## config.mk

```make
export PLATFORM = sky130hd
export DESIGN_NAME = fifo_param
export DESIGN_NICKNAME = d
export VERILOG_FILES = /design/src/rtl/fifo_pkg.sv /design/src/rtl/fifo_mem.sv /design/src/rtl/fifo_param.sv
export SDC_FILE = /design/constraint.sdc
export NUM_CORES = 1
export LEC_CHECK = 0
export BUFFER_PORTS_ARGS = -buffer_cell sky130_fd_sc_hd__buf_2
export CAP_MARGIN = 30
export CORE_MARGIN = 1.5
export CORE_UTILIZATION = 58
export DETAILED_ROUTE_END_ITERATION = 10
export HOLD_SLACK_MARGIN = 0.08
export PLACE_DENSITY = 0.83
export SYNTH_ARGS = -nofsm -noshare
export SYNTH_HDL_FRONTEND = slang
export SYNTH_SLANG_ARGS = --single-unit
```

## constraint.sdc

```tcl
create_clock -name clk -period 3.6 [get_ports clk]
set_clock_uncertainty 0.1 [all_clocks]
set_input_delay 0.54 -clock clk [delete_from_list [all_inputs] [get_ports clk]]
set_output_delay 0.54 -clock clk [all_outputs]
set_load 0.01 [all_outputs]
```

## src/rtl/fifo_pkg.sv

```systemverilog
// Shared constants for the parametrised FIFO: default geometry, depth helper and
// bit positions of the sticky error flags.
package fifo_pkg;

  localparam int unsigned DefDataWidth = 12;
  localparam int unsigned DefAddrWidth = 3;

  localparam int unsigned NumErrBits      = 2;
  localparam int unsigned ErrOverflowBit  = 0;
  localparam int unsigned ErrUnderflowBit = 1;

  function automatic int unsigned fifo_depth(input int unsigned addr_width);
    return 32'd1 << addr_width;
  endfunction

endpackage

```

## src/rtl/fifo_mem.sv

```systemverilog
// Storage array for the FIFO: one write port and one registered read port that holds
// its last value when not reading. No reset on the array or the read register.
module fifo_mem
  import fifo_pkg::*;
#(
  parameter int unsigned DATA_WIDTH = DefDataWidth,
  parameter int unsigned ADDR_WIDTH = DefAddrWidth
) (
  input  logic                  clk,
  input  logic                  wr_en,
  input  logic [ADDR_WIDTH-1:0] wr_addr,
  input  logic [DATA_WIDTH-1:0] wr_data,
  input  logic                  rd_en,
  input  logic [ADDR_WIDTH-1:0] rd_addr,
  output logic [DATA_WIDTH-1:0] rd_data
);

  localparam int unsigned Depth = fifo_depth(ADDR_WIDTH);

  logic [DATA_WIDTH-1:0] mem_q [Depth];
  logic [DATA_WIDTH-1:0] rd_data_d, rd_data_q;

  // A read and write to the same slot (full FIFO) returns the old word, as intended.
  always_comb begin
    rd_data_d = rd_data_q;
    if (rd_en) rd_data_d = mem_q[rd_addr];
  end

  always_ff @(posedge clk) begin
    if (wr_en) mem_q[wr_addr] <= wr_data;
    rd_data_q <= rd_data_d;
  end

  assign rd_data = rd_data_q;

endmodule

```

## src/rtl/fifo_param.sv

```systemverilog
// Parametrised single-clock FIFO with live almost-full/almost-empty thresholds, sticky
// overflow/underflow flags, occupancy output and registered read data with a valid strobe.
module fifo_param
  import fifo_pkg::*;
#(
  parameter int unsigned DATA_WIDTH = DefDataWidth,
  parameter int unsigned ADDR_WIDTH = DefAddrWidth
) (
  input  logic                  clk,
  input  logic                  reset,
  input  logic                  wr_en,
  input  logic [DATA_WIDTH-1:0] data_in,
  input  logic                  rd_en,
  input  logic [ADDR_WIDTH:0]   afull_thr,
  input  logic [ADDR_WIDTH:0]   aempty_thr,
  input  logic                  err_clr,
  output logic [DATA_WIDTH-1:0] data_out,
  output logic                  rd_valid,
  output logic [ADDR_WIDTH:0]   count,
  output logic                  full,
  output logic                  empty,
  output logic                  almost_full,
  output logic                  almost_empty,
  output logic                  overflow,
  output logic                  underflow
);

  localparam int unsigned Depth = fifo_depth(ADDR_WIDTH);
  localparam int unsigned CntW  = ADDR_WIDTH + 1;
  localparam logic [ADDR_WIDTH:0] DepthCnt = CntW'(Depth);

  logic [ADDR_WIDTH-1:0] wr_ptr_d, wr_ptr_q;
  logic [ADDR_WIDTH-1:0] rd_ptr_d, rd_ptr_q;
  logic [ADDR_WIDTH:0]   count_d, count_q;
  logic [NumErrBits-1:0] err_d, err_q;
  logic                  rd_valid_d, rd_valid_q;
  logic                  rd_seen_d, rd_seen_q;
  logic                  rd_acc, wr_acc;
  logic [DATA_WIDTH-1:0] mem_rdata;

  always_comb begin
    full         = (count_q == DepthCnt);
    empty        = (count_q == '0);
    almost_full  = (count_q >= afull_thr);
    almost_empty = (count_q <= aempty_thr);
  end

  // No bypass: a read is judged on the registered count only.
  always_comb begin
    rd_acc = rd_en & ~empty & ~reset;
    wr_acc = wr_en & (~full | rd_acc) & ~reset;

    wr_ptr_d = wr_ptr_q;
    rd_ptr_d = rd_ptr_q;
    count_d  = count_q;
    if (wr_acc) wr_ptr_d = wr_ptr_q + ADDR_WIDTH'(1);
    if (rd_acc) rd_ptr_d = rd_ptr_q + ADDR_WIDTH'(1);
    if (wr_acc && !rd_acc) count_d = count_q + CntW'(1);
    if (rd_acc && !wr_acc) count_d = count_q - CntW'(1);

    // Clear first so a same-cycle set wins.
    err_d = err_q;
    if (err_clr) err_d = '0;
    if (wr_en && !wr_acc) err_d[ErrOverflowBit] = 1'b1;
    if (rd_en && !rd_acc) err_d[ErrUnderflowBit] = 1'b1;

    rd_valid_d = rd_acc;
    rd_seen_d  = rd_seen_q | rd_acc;
  end

  always_ff @(posedge clk) begin
    if (reset) begin
      wr_ptr_q   <= '0;
      rd_ptr_q   <= '0;
      count_q    <= '0;
      err_q      <= '0;
      rd_valid_q <= 1'b0;
      rd_seen_q  <= 1'b0;
    end else begin
      wr_ptr_q   <= wr_ptr_d;
      rd_ptr_q   <= rd_ptr_d;
      count_q    <= count_d;
      err_q      <= err_d;
      rd_valid_q <= rd_valid_d;
      rd_seen_q  <= rd_seen_d;
    end
  end

  fifo_mem #(
    .DATA_WIDTH (DATA_WIDTH),
    .ADDR_WIDTH (ADDR_WIDTH)
  ) u_mem (
    .clk     (clk),
    .wr_en   (wr_acc),
    .wr_addr (wr_ptr_q),
    .wr_data (data_in),
    .rd_en   (rd_acc),
    .rd_addr (rd_ptr_q),
    .rd_data (mem_rdata)
  );

  // The read register has no reset, so mask it until the first read after reset.
  assign data_out  = rd_seen_q ? mem_rdata : '0;
  assign rd_valid  = rd_valid_q;
  assign count     = count_q;
  assign overflow  = err_q[ErrOverflowBit];
  assign underflow = err_q[ErrUnderflowBit];

endmodule

```

Word level (Yosys, flattened, before mapping):

Memory sizes are Yosys's and may differ from the RTL's. A register that Yosys moved wholly into a read port is not among the register bits.
Cells that the tools add are included.

* flip-flop bits (word level): 14
* bits in writable memories: 96
* bits of input ports: 25
* output and inout port bits: 23
* word-level logic and storage cells: 42
* memories kept: 1

* add/subtract/negate cells: 4
* $lt $le $gt $ge: 2
* equal/unequal tests: 1
* muxes and demuxes: 8
* bitwise operators: 9
* reductions and logical operators: 10

Memory list
* u_mem.mem_q: depth 8, bits a word 12, read ports 1, clocked after memory_dff 1, wr ports 1, RTL line fifo_mem.sv:20 `logic [DATA_WIDTH-1:0] mem_q [Depth];`

Operators with widths (count)
* $mux W12: 1
* $mux W4: 2
* $add A3 B1 Y3 const B: 2
* $reduce_bool A2 Y1: 3
* $add A4 B1 Y4 const B: 1
* $and A1 B1 Y1: 4
* $eq A4 B4 Y1 const B: 1
* $ge A4 B4 Y1: 1
* $le A4 B4 Y1: 1
* $logic_and A1 B1 Y1: 4
* $logic_not A4 Y1: 1
* $mux W1: 4
* $sub A4 B1 Y4 const B: 1
* $not A1 Y1: 3
* $logic_not A1 Y1: 2
* $mux W2: 1
* $or A1 B1 Y1: 2

Longest topological paths before layout:

* word-level depth: 10
* gate-level depth with buffers: 10
* depth with buffers taken out: 9

Cells and area by module:

From an unflattened synthesis, not the netlist that was laid out.

* cell total of the unflattened synthesis: 272
* area total of the unflattened synthesis: 5038.6 µm²

By module, submodules not included
* fifo_mem: instances 1, cells each 164, area each 4107.7 µm², seq. area each 3243.1 µm²
* fifo_param: instances 1, cells each 108, area each 930.9 µm², seq. area each 280.3 µm²

Least setup slack after synthesis:

No wires, ideal clock.

* path kind: input-to-reg
* start point: input port reset
* end point: register count_q[2] (netlist: count[2])
* setup time: 0.071 ns
* arrival time: 2.822 ns
* data required time: 3.429 ns
* slack: 0.608 ns
* cell stages on the path: 9
* buffers on the path: 1
* cells stage by stage: clkbuf_1 > nor3b_2 > ha_1 > xor2_1 > ha_1 > a21oi_1 > xor2_1 > or3_1 > a21oi_1

* longest elaborated chain between the ends: 8
* elaborated cells between the ends (all ways): 11
* classes of those cells: mux (1); bitwise (5); reduce/logical (5)

RTL lines
* start: declaration: RTL line fifo_param.sv:10 `input logic reset,`
* $not A1 Y1 *: RTL line fifo_param.sv:50 `rd_acc = rd_en & ~empty & ~reset;`
* $and A1 B1 Y1 *: RTL line fifo_param.sv:50
* named net rd_acc: RTL line fifo_param.sv:38 `logic rd_acc, wr_acc;`
* $or A1 B1 Y1: RTL line fifo_param.sv:51 `wr_acc = wr_en & (~full | rd_acc) & ~reset;`
* $and A1 B1 Y1 (2 in a row): RTL line fifo_param.sv:51
* $logic_not A1 Y1: RTL line fifo_param.sv:59 `if (rd_acc && !wr_acc) count_d = count_q - CntW'(1);`
* $logic_and A1 B1 Y1: RTL line fifo_param.sv:59
* $mux W4 / $reduce_bool A2 Y1 (equally long branches)
* end signal: assignment: RTL line fifo_param.sv:82 `count_q <= count_d;`
* end: declaration: RTL line fifo_param.sv:34 `logic [ADDR_WIDTH:0] count_d, count_q;`

The timed path passes the listed nets; every way through them passes the cells marked *.
A chain may end at the register's enable or synchronous reset.

Worst setup path in the final report:

* start point: register count_q[0] (netlist: count[0])
* end point: output port almost_full

* longest elaborated chain between the ends: 1

RTL lines
* $ge A4 B4 Y1: RTL line fifo_param.sv:44 `almost_full = (count_q >= afull_thr);`
* end: declaration: RTL line fifo_param.sv:22 `output logic almost_full,`

No other way between the ends.

==> load_flow_metrics.sql <==
INSERT INTO impl_metrics (metric_group, metric, value, unit) VALUES
('setup_path', 'cp_top_family', 'compound AO/OA/AOI/OAI gates', ''),
('place', 'placed_cell_area', '5410', 'um^2'),
('yosys', 'synth_area_per_cell', '16.6', 'um^2'),
('detailed_routing', 'post_drt_via_cell_ratio', '5.75', ''),
('global_route', 'grt_usage', '0.236', ''),
('power_and_ir_drop', 'worst_vdd_drop', '0.370', 'mV'),
('clocking', 'number_of_h_tree_branching_levels', '4', ''),
('floorplan', 'count_of_standard_cell_rows', '33', ''),
('yosys', 'post_synth_edffs', '108', ''),
('detailed_routing', 'routed_wire_length_per_instance', '20.2', 'um'),
('detailed_routing', 'detail_route.drc_violations', '0', ''),
('detailed_routing', 'dr.pass1.iters', '4', ''),
('place', 'place.gp.congestion', '0.821', ''),
('setup_path', 'worst-setup-path-type', 'reg2out', ''),
('floorplan', 'io_pins', '48', ''),
('timing', 'timing_worst_slew_pin_value', '0.542', 'ns'),
('timing', 'rsz0062_at_grt', 'false', ''),
('setup_path', 'timing.critical_path.slowest_cell_delay', '0.48', 'ns'),
('setup_path', 'timing.critical_path.slowest_stage_cell', 'sky130_fd_sc_hd__dfxtp_1', ''),
('clocking', 'clock_latency', '0.52', 'ns'),
('yosys', 'synthesis.nets', '339', ''),
('setup_path', 'list_of_cells_traversed_by_the_critical_path', 'inv_1 -> ha_1 -> nand2b_1 -> a21o_1 -> a21o_1 -> a21o_1 -> buf_2', ''),
('setup_path', 'worstSetupEndpointType', 'output port', ''),
('global_route', 'met2_resource_use_gr', '0.384', ''),
('finish', 'areaGrowthSynthToFinish', '19.4', '%'),
('global_route', 'grt_first_pass_wirelength', '14700', 'um'),
('hold_path', 'holdCritPathClass', 'in2reg', ''),
('power_and_ir_drop', 'p_leak', '0.00224', 'uW'),
('clocking', 'numClockSinks', '122', ''),
('finish', 'post_route_cells_drive_above_1_share', '0.321', ''),
('floorplan', 'die_width', '95.9', 'um'),
('timing', 'report.final.slew_viol_count', '0', ''),
('floorplan', 'dieHeight', '95.9', 'um'),
('global_route', 'global_route.usage.met3', '0.0727', ''),
('global_route', 'first_global_vias', '2776', ''),
('clocking', 'clkTransAtPathRegs', '0.06', 'ns'),
('outcome', 'outcome', 'complete, no violations', ''),
('finish', 'leading_cell_types_in_the_layout_fill_and_taps_excluded', 'sky130_fd_sc_hd__edfxtp_1 (108), sky130_fd_sc_hd__buf_2 (47), sky130_fd_sc_hd__nand2_1 (41)', ''),
('timing', 'setup_viol', '0', ''),
('finish', 'finish.instance_area', '5970', 'um^2'),
('power_and_ir_drop', 'power_per_cell_area', '577', 'nW/um^2'),
('yosys', 'synth.ff_latch_count', '122', ''),
('global_route', 'grt_overflow', '0', ''),
('setup_path', 'critPathBufInv', '2', ''),
('clocking', 'cts_hold_repair.buffers', '0', ''),
('floorplan', 'die_area', '9190', 'um^2'),
('yosys', 'synth_seq_area_share', '0.705', ''),
('yosys', 'mappedNetlistArea', '5000', 'um^2'),
('yosys', 'yosys_warnings', '0', ''),
('yosys', 'postSynth.asyncResetShare', '0', ''),
('clocking', 'cts_inserted_buffers', '17', ''),
('finish', 'antenna_cells_inserted', '0', ''),
('timing', 'max-slew-margin-rel', '0.638', ''),
('clocking', 'tritoncts', 'done', ''),
('finish', 'final_net_count', '405', ''),
('yosys', 'ys_dominant_reg_cell', 'sky130_fd_sc_hd__edfxtp_1', ''),
('clocking', 'worst_case_clock_buffer_depth', '2', ''),
('floorplan', 'start_util', '0.603', ''),
('run', 'drv_cap', '0', ''),
('yosys', 'synth_instances', '301', ''),
('clocking', 'buffer_type_at_the_clock_tree_root', 'sky130_fd_sc_hd__clkbuf_8', ''),
('timing', 'final.period_utilization', '0.789', ''),
('place', 'port_buffers', '47', ''),
('global_route', 'grt_max_degree', '27', ''),
('yosys', 'yosys.cell_types.count', '41', ''),
('setup_path', 'worst_ep_arrival_time', '2.20', 'ns'),
('global_route', 'grt_use_met1', '0.282', ''),
('yosys', 'ys_top_cells_by_area', 'sky130_fd_sc_hd__edfxtp_1 (65%), sky130_fd_sc_hd__mux4_2 (11%), sky130_fd_sc_hd__dfxtp_1 (5.6%)', ''),
('setup_path', 'crit_path_top_cell_by_count', 'sky130_fd_sc_hd__a21o_1', ''),
('global_route', 'grt_antenna_before_repair', '0', ''),
('setup_path', 'worstSetupStartpointType', 'register', '');
cell usage after synthesis, types with 3 or more instances:
library cell,instances
sky130_fd_sc_hd__nor2_1,12
sky130_fd_sc_hd__nor2b_1,5
sky130_fd_sc_hd__inv_1,10
sky130_fd_sc_hd__edfxtp_1,108
sky130_fd_sc_hd__nand2_1,41
sky130_fd_sc_hd__and2_1,12
sky130_fd_sc_hd__xor2_1,5
sky130_fd_sc_hd__o21ai_0,5
sky130_fd_sc_hd__dfxtp_1,14
sky130_fd_sc_hd__clkbuf_1,6
sky130_fd_sc_hd__a21o_1,4
sky130_fd_sc_hd__mux4_2,24
sky130_fd_sc_hd__ha_1,13
sky130_fd_sc_hd__a21oi_1,5
sky130_fd_sc_hd__nor3_1,3
worst paths after layout:
kind	to	start	cells after the start	slack, ns
worst min-delay path	u_mem.mem_q[3][7]	data_in[7]	1	0.19
worst max-delay path	almost_full	count[0]	7	0.76
worst min register to register	rd_ptr_q[0]	rd_ptr_q[0]	2	0.47
worst max register to register	count[2]	count[2]	9	0.82
sequential cells by signal, indices dropped and copies added (netlist names):
name and cells:
wr_ptr_q 3, u_mem.rd_data 12, rd_ptr_q 3, err_q 2, u_mem.mem_q 96, rd_valid 1
rd_seen_q 1, count 4
power breakdown:
| group | switching [uW] | internal [uW] |
|---|---|---|
| clock | 638 | 930 |
| combinational | 143 | 124 |
| sequential | 29.0 | 1580 |
| total | 810 | 2640 |
layer usage:
metal	vias up	part of all wire
met5	-	0
met4	0	0.030
met3	21	0.061
met2	113	0.52
met1	1376	0.39
li1	1278	-
cell type report:
cell class / count / area [um^2]
clock inverters: 14 / 141
flip-flops and latches: 122 / 3520
repair buffers: 59 / 325
inverters: 10 / 37.5
fillers: 520 / 2330
well taps: 105 / 131
clock buffers: 18 / 418
multi-input cells: 157 / 1400
cells by family after synthesis:
group,after synthesis,synth area share
buffers and inverters,22,0.0200
DFF,122,0.705
xor gates and xnor gates,6,0.0105
AOI/OAI and AO/OA,21,0.0270
and+or+nand+nor,90,0.0911
muxes,27,0.114
adders and majority gates,13,0.0325
per-stage QoR:
stage	std cells	total power, uW
floorplan	301	1810
global placement	453	1890
detailed placement	453	1910
CTS	485	3470
global route	485	3560
finish	485	3450
Power figures use the tool's default switching activity.
